--- config.mk ---
export PLATFORM = sky130hd
export DESIGN_NAME = lcd_msg_ctrl
export DESIGN_NICKNAME = d
export VERILOG_FILES = /design/src/rtl/lcd_msg_ctrl.sv
export SDC_FILE = /design/constraint.sdc
export NUM_CORES = 1
export LEC_CHECK = 0
export ABC_CLOCK_PERIOD_IN_PS = 8000
export BUFFER_PORTS_ARGS = -buffer_cell sky130_fd_sc_hd__buf_2
export CORE_MARGIN = 2
export CORE_UTILIZATION = 30
export CTS_CLUSTER_DIAMETER = 200
export CTS_CLUSTER_SIZE = 12
export DETAILED_ROUTE_END_ITERATION = 10
export HOLD_SLACK_MARGIN = 0.1
export PLACE_DENSITY = 0.5
export SLEW_MARGIN = 20
export SYNTH_ARGS = -nofsm -noshare
export SYNTH_HDL_FRONTEND = slang
export SYNTH_SLANG_ARGS = --single-unit
export TNS_END_PERCENT = 50
--- constraint.sdc ---
create_clock -name clk -period 8 [get_ports clk]
set_clock_uncertainty 0.1 [all_clocks]
set_input_delay 0.8 -clock clk [delete_from_list [all_inputs] [get_ports clk]]
set_output_delay 0.8 -clock clk [all_outputs]
set_load 0.05 [all_outputs]
--- src/rtl/lcd_msg_ctrl.sv ---
// HD44780 8-bit write-only controller: power-up init, then renders a ROWS x COLS
// message from an external character ROM, with E strobe, busy/done and blanking.
module lcd_msg_ctrl #(
    parameter int NUM_MSGS = 4,
    parameter int COLS     = 16,
    parameter int ROWS     = 2,
    parameter int TICK_DIV = 100000,
    parameter int PWR_WAIT = 20,
    localparam int MW = $clog2(NUM_MSGS),
    localparam int RW = (ROWS > 1) ? $clog2(ROWS) : 1,
    localparam int CW = (COLS > 1) ? $clog2(COLS) : 1
) (
    input  logic                clk,
    input  logic                reset,
    input  logic                en_i,
    input  logic [MW-1:0]       msg_sel,
    input  logic                refresh_i,
    output logic [MW+RW+CW-1:0] char_addr,
    input  logic [7:0]          char_data,
    output logic                lcd_rs,
    output logic                lcd_rw,
    output logic                lcd_e,
    output logic [7:0]          lcd_db,
    output logic                busy_o,
    output logic                done_o
);

    localparam int SCW  = $clog2(TICK_DIV);
    localparam int CNTW = (PWR_WAIT > 4) ? $clog2(PWR_WAIT) : 2;

    typedef enum logic [3:0] {PWR_W, INIT, IDLE, CLR, ADDR, CHAR, OFF, OFF_I, ON} state_t;

    state_t          state_q, state_d, idle_nx;
    logic [SCW-1:0]  sc_q, sc_d;
    logic [CNTW-1:0] cnt_q, cnt_d;
    logic [RW-1:0]   row_q, row_d;
    logic [CW-1:0]   col_q, col_d;
    logic [7:0]      db_q, db_d;
    logic [MW-1:0]   shown_msg_q, shown_msg_d;
    logic            last_q, last_d, act_q, act_d, rs_q, rs_d, e_q, e_d;
    logic            shown_valid_q, shown_valid_d, pend_q, pend_d;
    logic            tick, idle_eval, render_req, done_c;

    function automatic logic [7:0] init_cmd(input logic [1:0] idx);
        case (idx)
            2'd0:    return 8'h38;
            2'd1:    return 8'h06;
            2'd2:    return 8'h0C;
            default: return 8'h01;
        endcase
    endfunction

    function automatic logic [7:0] slot_cmd(input state_t s);
        case (s)
            CLR:     return 8'h01;
            OFF:     return 8'h08;
            default: return 8'h0C;
        endcase
    endfunction

    assign tick       = (sc_q == SCW'(TICK_DIV - 1));
    assign render_req = !shown_valid_q || (msg_sel != shown_msg_q) || pend_q || refresh_i;

    // act_q marks a write slot in progress; CLR/OFF/ON entered mid-slot wait for the next boundary.
    always_comb begin
        state_d       = state_q;
        sc_d          = tick ? '0 : sc_q + 1'b1;
        cnt_d         = cnt_q;
        row_d         = row_q;
        col_d         = col_q;
        last_d        = last_q;
        act_d         = act_q;
        rs_d          = rs_q;
        db_d          = db_q;
        shown_msg_d   = shown_msg_q;
        shown_valid_d = shown_valid_q;
        pend_d        = pend_q | refresh_i;
        idle_eval     = 1'b0;
        idle_nx       = IDLE;
        done_c        = 1'b0;

        case (state_q)
            PWR_W: if (tick) begin
                if (cnt_q == CNTW'(PWR_WAIT - 1)) begin
                    state_d = INIT;
                    cnt_d   = '0;
                    act_d   = 1'b1;
                    rs_d    = 1'b0;
                    db_d    = init_cmd(2'd0);
                end else begin
                    cnt_d = cnt_q + 1'b1;
                end
            end
            INIT: if (tick) begin
                if (cnt_q[1:0] == 2'd3) begin
                    idle_eval = 1'b1;
                end else begin
                    cnt_d = cnt_q + 1'b1;
                    db_d  = init_cmd(cnt_q[1:0] + 2'd1);
                end
            end
            IDLE: idle_eval = 1'b1;
            CLR, OFF, ON: if (tick) begin
                if (!act_q) begin
                    act_d = 1'b1;
                    rs_d  = 1'b0;
                    db_d  = slot_cmd(state_q);
                end else if (state_q == CLR) begin
                    state_d = ADDR;
                    row_d   = '0;
                    col_d   = '0;
                    last_d  = 1'b0;
                    db_d    = 8'h80;
                end else if (state_q == OFF) begin
                    state_d = OFF_I;
                    act_d   = 1'b0;
                end else begin
                    idle_eval = 1'b1;
                end
            end
            ADDR: if (tick) begin
                state_d = CHAR;
                rs_d    = 1'b1;
                db_d    = char_data;
                if (col_q == CW'(COLS - 1)) last_d = 1'b1;
                else                        col_d  = col_q + 1'b1;
            end
            CHAR: if (tick) begin
                if (!last_q) begin
                    rs_d = 1'b1;
                    db_d = char_data;
                    if (col_q == CW'(COLS - 1)) last_d = 1'b1;
                    else                        col_d  = col_q + 1'b1;
                end else if (row_q != RW'(ROWS - 1)) begin
                    state_d = ADDR;
                    row_d   = row_q + 1'b1;
                    col_d   = '0;
                    last_d  = 1'b0;
                    rs_d    = 1'b0;
                    db_d    = 8'hC0;
                end else begin
                    done_c    = 1'b1;
                    idle_eval = 1'b1;
                end
            end
            OFF_I: if (en_i) begin
                state_d = ON;
                act_d   = tick;
                if (tick) begin
                    rs_d = 1'b0;
                    db_d = slot_cmd(ON);
                end
            end
            default: state_d = PWR_W;
        endcase

        // Shared IDLE decision, also taken directly at slot ends so frames chain without a gap.
        if (idle_eval) begin
            if (!en_i) begin
                idle_nx       = OFF;
                shown_valid_d = 1'b0;
            end else if (render_req) begin
                idle_nx       = CLR;
                shown_msg_d   = msg_sel;
                shown_valid_d = 1'b1;
                pend_d        = 1'b0;
            end
            state_d = idle_nx;
            act_d   = tick && (idle_nx != IDLE);
            if (tick && (idle_nx != IDLE)) begin
                rs_d = 1'b0;
                db_d = slot_cmd(idle_nx);
            end
        end

        e_d = act_d && (sc_d != '0) && (sc_d <= SCW'(TICK_DIV / 2));
    end

    always_ff @(posedge clk) begin
        if (!reset) begin
            state_q       <= PWR_W;
            sc_q          <= '0;
            cnt_q         <= '0;
            row_q         <= '0;
            col_q         <= '0;
            last_q        <= 1'b0;
            act_q         <= 1'b0;
            rs_q          <= 1'b0;
            e_q           <= 1'b0;
            db_q          <= 8'h00;
            shown_msg_q   <= '0;
            shown_valid_q <= 1'b0;
            pend_q        <= 1'b0;
        end else begin
            state_q       <= state_d;
            sc_q          <= sc_d;
            cnt_q         <= cnt_d;
            row_q         <= row_d;
            col_q         <= col_d;
            last_q        <= last_d;
            act_q         <= act_d;
            rs_q          <= rs_d;
            e_q           <= e_d;
            db_q          <= db_d;
            shown_msg_q   <= shown_msg_d;
            shown_valid_q <= shown_valid_d;
            pend_q        <= pend_d;
        end
    end

    assign char_addr = {shown_msg_q, row_q, col_q};
    assign lcd_rs    = rs_q;
    assign lcd_rw    = 1'b0;
    assign lcd_e     = e_q;
    assign lcd_db    = db_q;
    assign done_o    = done_c;
    assign busy_o    = !(((state_q == IDLE) || (state_q == OFF_I)) && (state_d == state_q));

endmodule
# ---- Yosys cells after proc, flatten, opt, wreduce, memory -nomap -nowiden
# Index checks and enable logic that the tools add are counted.
dict set report classes {
  add_sub_neg 5
  order_cmp 1
  eq_ne 31
  n_mux 100
  bitwise 1
  n_reduce_logical 24
}
# cell n
set ops {}
lappend ops {{two-way mux 8 bit} 15}
lappend ops {{two-way mux 4 bit} 21}
lappend ops {{case mux 8 bit (6 select lines)} 1}
lappend ops {{two-way mux 1 bit} 46}
lappend ops {{case mux 4 bit (6 select lines)} 1}
lappend ops {{== test 4 x 3 -> 1 bit (second input constant)} 5}
lappend ops {{two-way mux 5 bit} 4}
lappend ops {{!= test 2 bit (second input constant)} 10}
lappend ops {{case mux 6 bit (3 select lines)} 1}
lappend ops {{adder 17 x 1 -> 17 bit (second input constant)} 1}
lappend ops {{== test 17 bit (second input constant)} 1}
lappend ops {{<= comparator 17 x 16 -> 1 bit (second input constant)} 1}
lappend ops {{two-way mux 17 bit} 1}
lappend ops {{nonzero test 17 bit} 1}
lappend ops {{case mux 4 bit (2 select lines)} 2}
lappend ops {{AND reduction 7 bit} 2}
lappend ops {{== test 4 x 2 -> 1 bit (second input constant)} 3}
lappend ops {{case mux 4 bit (3 select lines)} 1}
lappend ops {{case mux 5 bit (2 select lines)} 1}
lappend ops {{== test 4 bit (second input constant)} 2}
lappend ops {{case mux 1 bit (3 select lines)} 2}
lappend ops {{AND reduction 6 bit} 1}
lappend ops {{adder 5 x 1 -> 5 bit (second input constant)} 1}
lappend ops {{== test 5 bit (second input constant)} 1}
lappend ops {{other kinds (28)} 37}
dict set report totals {
  reg_bits 47
  inputBits 14
  out_inout_bits 20
  word_cells 175
}

# ---- Longest topological paths before layout
dict set report logic_depth {
  depth_word 12
  depth_mapped 11
  mapped_depth_nobuf 8
}

# ---- Least setup slack after synthesis
# No wires, ideal clock.
dict set report synth_path {
  path_type {register to output}
  start {reg cnt_q[0]}
  end {out busy_o}
  t_arrival_ns 2.857
  setup_slack_ns 4.243
  path_stages_with_launch 8
  path_buffers 0
  path_cell_list {dfxtp_1 -> ha_1 -> or4bb_1 -> nor3b_1 -> a311oi_1 -> a311o_1 -> nor3b_1 -> o221ai_1}
}
dict set report synth_via {
  elab_chain_len 8
}
# element line
set synth_rtl {}
lappend synth_rtl {{from (decl)} 35} ;# logic [CNTW-1:0] cnt_q, cnt_d;
lappend synth_rtl {{from (signal assigned)} 197} ;# cnt_q <= cnt_d;
lappend synth_rtl {{== test 5 bit or == test 2 bit (tied branches)} {84, 95}}
lappend synth_rtl {{two-way mux 4 bit or two-way mux 1 bit (tied branches)} {84, 95}}
lappend synth_rtl {{two-way mux 4 bit or two-way mux 1 bit (tied branches)} {83, 94}}
lappend synth_rtl {{case mux 4 bit (6 select lines) or case mux 1 bit (4 select lines) (tied branches)} 82} ;# case (state_q)
lappend synth_rtl {{two-way mux 4 bit (*)} 158} ;# if (idle_eval) begin
lappend synth_rtl {{== test 4 bit (*)} 217} ;# assign busy_o = !(((state_q == IDLE) || (state_q == OFF_I)) && (state_d == state_q));
lappend synth_rtl {{logical AND 1 bit (*)} 217}
lappend synth_rtl {{logical NOT 1 bit (*)} 217}
lappend synth_rtl {{to (decl)} 24} ;# output logic busy_o,
# Mark *: on every way between the ends. The rest lies on a longest branch, timed or not.

# ---- Worst setup path after layout
dict set report layout_path {
  start {reg state_q[1]}
  end {out busy_o}
}
dict set report layout_via {
  elab_chain_len 10
}
# element line
set layout_rtl {}
lappend layout_rtl {{from (decl)} 33} ;# state_t state_q, state_d, idle_nx;
lappend layout_rtl {{from (signal assigned)} 195} ;# state_q <= state_d;
lappend layout_rtl {{== test 4 x 3 -> 1 bit} {82, 114}}
lappend layout_rtl {{two-way mux 4 bit or two-way mux 1 bit (tied branches)} 114} ;# end else if (state_q == OFF) begin
lappend layout_rtl {{two-way mux 4 bit or two-way mux 1 bit (tied branches)} 108} ;# end else if (state_q == CLR) begin
lappend layout_rtl {{two-way mux 4 bit or two-way mux 1 bit (tied branches)} 104} ;# if (!act_q) begin
lappend layout_rtl {{two-way mux 4 bit or two-way mux 1 bit (tied branches)} 103} ;# CLR, OFF, ON: if (tick) begin
lappend layout_rtl {{case mux 4 bit (6 select lines) or case mux 1 bit (4 select lines) (tied branches)} 82}
lappend layout_rtl {{two-way mux 4 bit} 158}
lappend layout_rtl {{== test 4 bit} 217}
lappend layout_rtl {{logical AND 1 bit (*)} 217}
lappend layout_rtl {{logical NOT 1 bit (*)} 217}
# Marked as above.

==> impl_metrics.py <==
metrics = {
    "outcome": {
        "status": "completed",
    },
    "global_routing": {
        "grt_overflow": 0,
        "track_usage_pct": 15.9,
        "first_global_vias": 2932,
        "grt_first_pass_wirelength_mm": 14.8,
        "antenna_found_initial": 0,
        "grt_max_degree": 37,
    },
    "clock_tree": {
        "cts_tree": "built",
        "cts_htree_levels": 2,
        "cts_root_buffer": "clkbuf_8",
        "ctsHoldBuffers": 0,
        "cts.sinks": 47,
        "clk_latency_ns": 0.30,
        "cts_resized": 0,
        "cts_buffers": 5,
        "clk_pin_slew_ns": 0.09,
        "cts.path.max_buffers": 2,
        "postCtsSetupBuffers": 0,
    },
    "yosys": {
        "synth-async-reset-ratio_pct": 0,
        "synthTopCellsByArea": "dfxtp_1 30%, nor2_1 6.1%, a21oi_1 5.1%",
        "synth_seq_cells": 47,
        "yosysSeqAreaShare_pct": 29.8,
        "synthesis.area_um2": 3160,
        "ys.flop_type": "dfxtp_1",
        "netlist_instances": 414,
        "yosysUniqueCellTypes": 71,
        "synth_warnings": 0,
        "synth.top_cell.area_share_pct": 29.8,
        "avgSynthCellArea_um2": 7.64,
        "syn_nets": 433,
        "yosys.area.top_type": "dfxtp_1",
        "synth-edff-count": 0,
    },
    "worst_setup_path": {
        "critical-path-max-stage-delay_ns": 0.60,
        "worstSetupStartpoint": "state_q[1]",
        "rr_worst_depth": 8,
        "r2r_end": "lcd_db[0]",
        "cp.arrival_ns": 3.51,
        "end_kind": "primary output",
        "path_max_fanout": 25,
        "critical_path_required_ns": 7.10,
        "crit_type": "flip-flop to primary output",
        "cp_slowest_cell": "dfxtp_1",
        "start_kind": "flip-flop",
        "path_buf_inv": 1,
        "cp_cell_sequence": "nor3b_2 -> nand4_1 -> a21oi_2 -> o21ai_1 -> o21ai_0 -> nor3b_1 -> o221ai_1 -> buf_2",
        "r2r-start": "sc_q[1]",
        "rrSetupSlack_ns": 4.64,
        "critPathTopFamily": "compound AO/OA/AOI/OAI gates",
    },
    "floorplan": {
        "ioPinCount": 34,
        "die_y_um": 107,
        "core-area_um2": 10300,
        "die_area_um2": 11400,
        "die_x_um": 107,
        "num_rows": 37,
        "start_util_pct": 30.8,
    },
    "sta": {
        "setup_viol": 0,
        "fmax_ghz": 0.227,
        "drv_slew": 0,
        "worstMarginPinSlew_ns": 0.925,
        "rsz0062_at_grt": "false",
        "finalHoldViolations": 0,
        "fin_ws_ns": 3.59,
        "holdWs_ns": 0.374,
        "slew_headroom_pct": 38.3,
        "fin_tns_setup_ns": 0,
        "timing.final.crit_share_pct": 55.1,
        "period_minus_slack_ns": 4.41,
    },
    "hold_path": {
        "worstHoldStart": "sc_q[0]",
        "holdPathStages": 1,
        "holdPathEnd": "sc_q[0]",
        "hp-class": "flip-flop to flip-flop",
    },
    "route": {
        "ant_nets": 0,
        "via_per_inst": 5.53,
        "remaining_drc_errors": 0,
        "via_count": 3106,
        "met1_length_mm": 4.08,
        "met2_length_mm": 4.21,
        "firstDrtPassIters": 6,
        "drt_iter0_drc": 228,
        "wl_per_cell_um": 16.0,
        "route.top_layer_used": "met4",
        "dr_wl_met3_um": 548,
        "routed_wl_mm": 8.97,
    },
    "finish": {
        "drive_above_1_share_pct": 13.8,
        "seq_area_um2": 941,
        "utilization_pct": 33.8,
        "antennaDiodeCount": 0,
        "multi_input_area_um2": 2020,
        "final_cells": 562,
        "post-route-cell-area_um2": 3480,
        "n_fill_cell": 1119,
        "area_growth_pct": 9.93,
        "fin_nets": 444,
    },
    "power_and_ir_drop": {
        "power_leakage_nw": 1.25,
        "powerDensity_nw_per_um2": 126,
        "power.total_mw": 0.439,
        "ir_worst_vdd_mv": 0.0636,
    },
    "placement": {
        "gp_congestion": 0.859,
        "portBuffers": 32,
        "place_area_um2": 3360,
        "dp_hpwl_mm": 6.41,
        "dp_worst_setup_slack_ns": 3.96,
        "place_inst": 554,
    },
    "flow_run": {
        "timing.max_cap.violations": 0,
    },
}
==> worst register-to-register path, cell delays in order, from the launching register on <==
cell      delay, ns
dfxtp_1        0.39
ha_1           0.31
and4_1         0.33
and4_1         0.83
o21bai_1       0.12
a221o_1        0.31
or3_1          0.41
a211oi_2       0.32
a211oi_1       0.12
==> power breakdown <==
| group | internal [mW] | leakage (nW) | total [mW] | switching (mW) |
|---|---|---|---|---|
| combinational | 0.00591 | 0.807 | 0.0168 | 0.0109 |
| sequential | 0.235 | 0.379 | 0.237 | 0.00178 |
| clock | 0.101 | 0.0612 | 0.185 | 0.0834 |
==> cells in the mapped netlist (2+ instances only) <==
master	number
nand3b_1	4
ha_1	5
o211ai_1	4
o21ai_1	3
a21oi_1	32
nor2b_1	4
or2_2	2
buf_1	4
mux2i_1	4
clkbuf_1	15
buf_4	6
o22ai_1	3
a31oi_1	3
inv_1	9
a221o_1	2
nor3b_1	4
and4b_1	2
o21ai_0	16
nand2b_1	6
nand4_1	9
and3_1	8
a22oi_1	3
nor2_1	51
xor2_1	8
dfxtp_1	47
o2111ai_1	2
or3_1	5
a311o_1	2
nand2_1	35
nor3_1	14
o21bai_1	2
buf_6	2
o21a_1	4
and2_1	3
a211oi_1	7
xnor2_1	14
buf_2	5
o31ai_1	10
nor4_1	7
and4_1	3
nand3_1	15
==> metal layers <==
| metal | GRT usage (%) | vias to the layer above |
|---|---|---|
| met5 | 0 | - |
| met4 | 4.64 | 0 |
| met3 | 2.80 | 15 |
| met2 | 25.4 | 99 |
| met1 | 22.0 | 1462 |
| li1 | - | 1530 |
==> cell usage in the layout (no fill, tap or decap), types with 4 or more instances in the layout <==
cell type	n
dfxtp_1	47
o211ai_1	4
buf_4	4
nand2_1	35
xnor2_1	14
nor2b_1	4
inv_1	9
xor2_1	8
ha_1	5
a211oi_1	7
nor4_1	7
clkbuf_8	6
nor2_1	51
a21oi_1	32
nor3b_1	4
and3_1	8
nand2b_1	6
buf_2	32
nand3_1	15
o21a_1	4
o21ai_0	16
mux2i_1	4
nand4_1	9
nand3b_1	4
o31ai_1	10
nor3_1	14
or3_1	5
==> worst max path at each step <==
stage                     endpoint  slack [ns]  cells past startpoint
after floorplan             busy_o        4.24                      7
after global placement      busy_o        4.08                      9
after detailed placement    busy_o        3.96                      9
after CTS                   busy_o        3.62                      9
after global routing        busy_o        3.33                      8
final                       busy_o        3.59                      8
==> flip-flops by register name, indices dropped and copies added (netlist names), 2 cells and up <==
| name | flops |
|---|---|
| cnt_q | 5 |
| lcd_db | 8 |
| state_q | 4 |
| col_q | 4 |
| sc_q | 17 |
| shown_msg_q | 2 |
==> cell families after synthesis <==
family	synth area share (%)
and+or+nand+nor	30.7
AOI/OAI and AO/OA	23.6
DFF	29.8
buffers and inverters	6.49
xor gates and xnor gates	6.09
adders and majority gates	1.98
muxes	1.27
other	0.119
==> area by class of cell <==
class | count | share of cell area [%]
timing repair buffer | 36 | 5.47
inverter | 11 | 1.19
sequential | 47 | 27.1
multi-input combinational | 324 | 58.0
clock buffer | 6 | 2.38
tap | 136 | 4.90
clock inverter | 2 | 1.01
(Power assumes the default switching activity.)
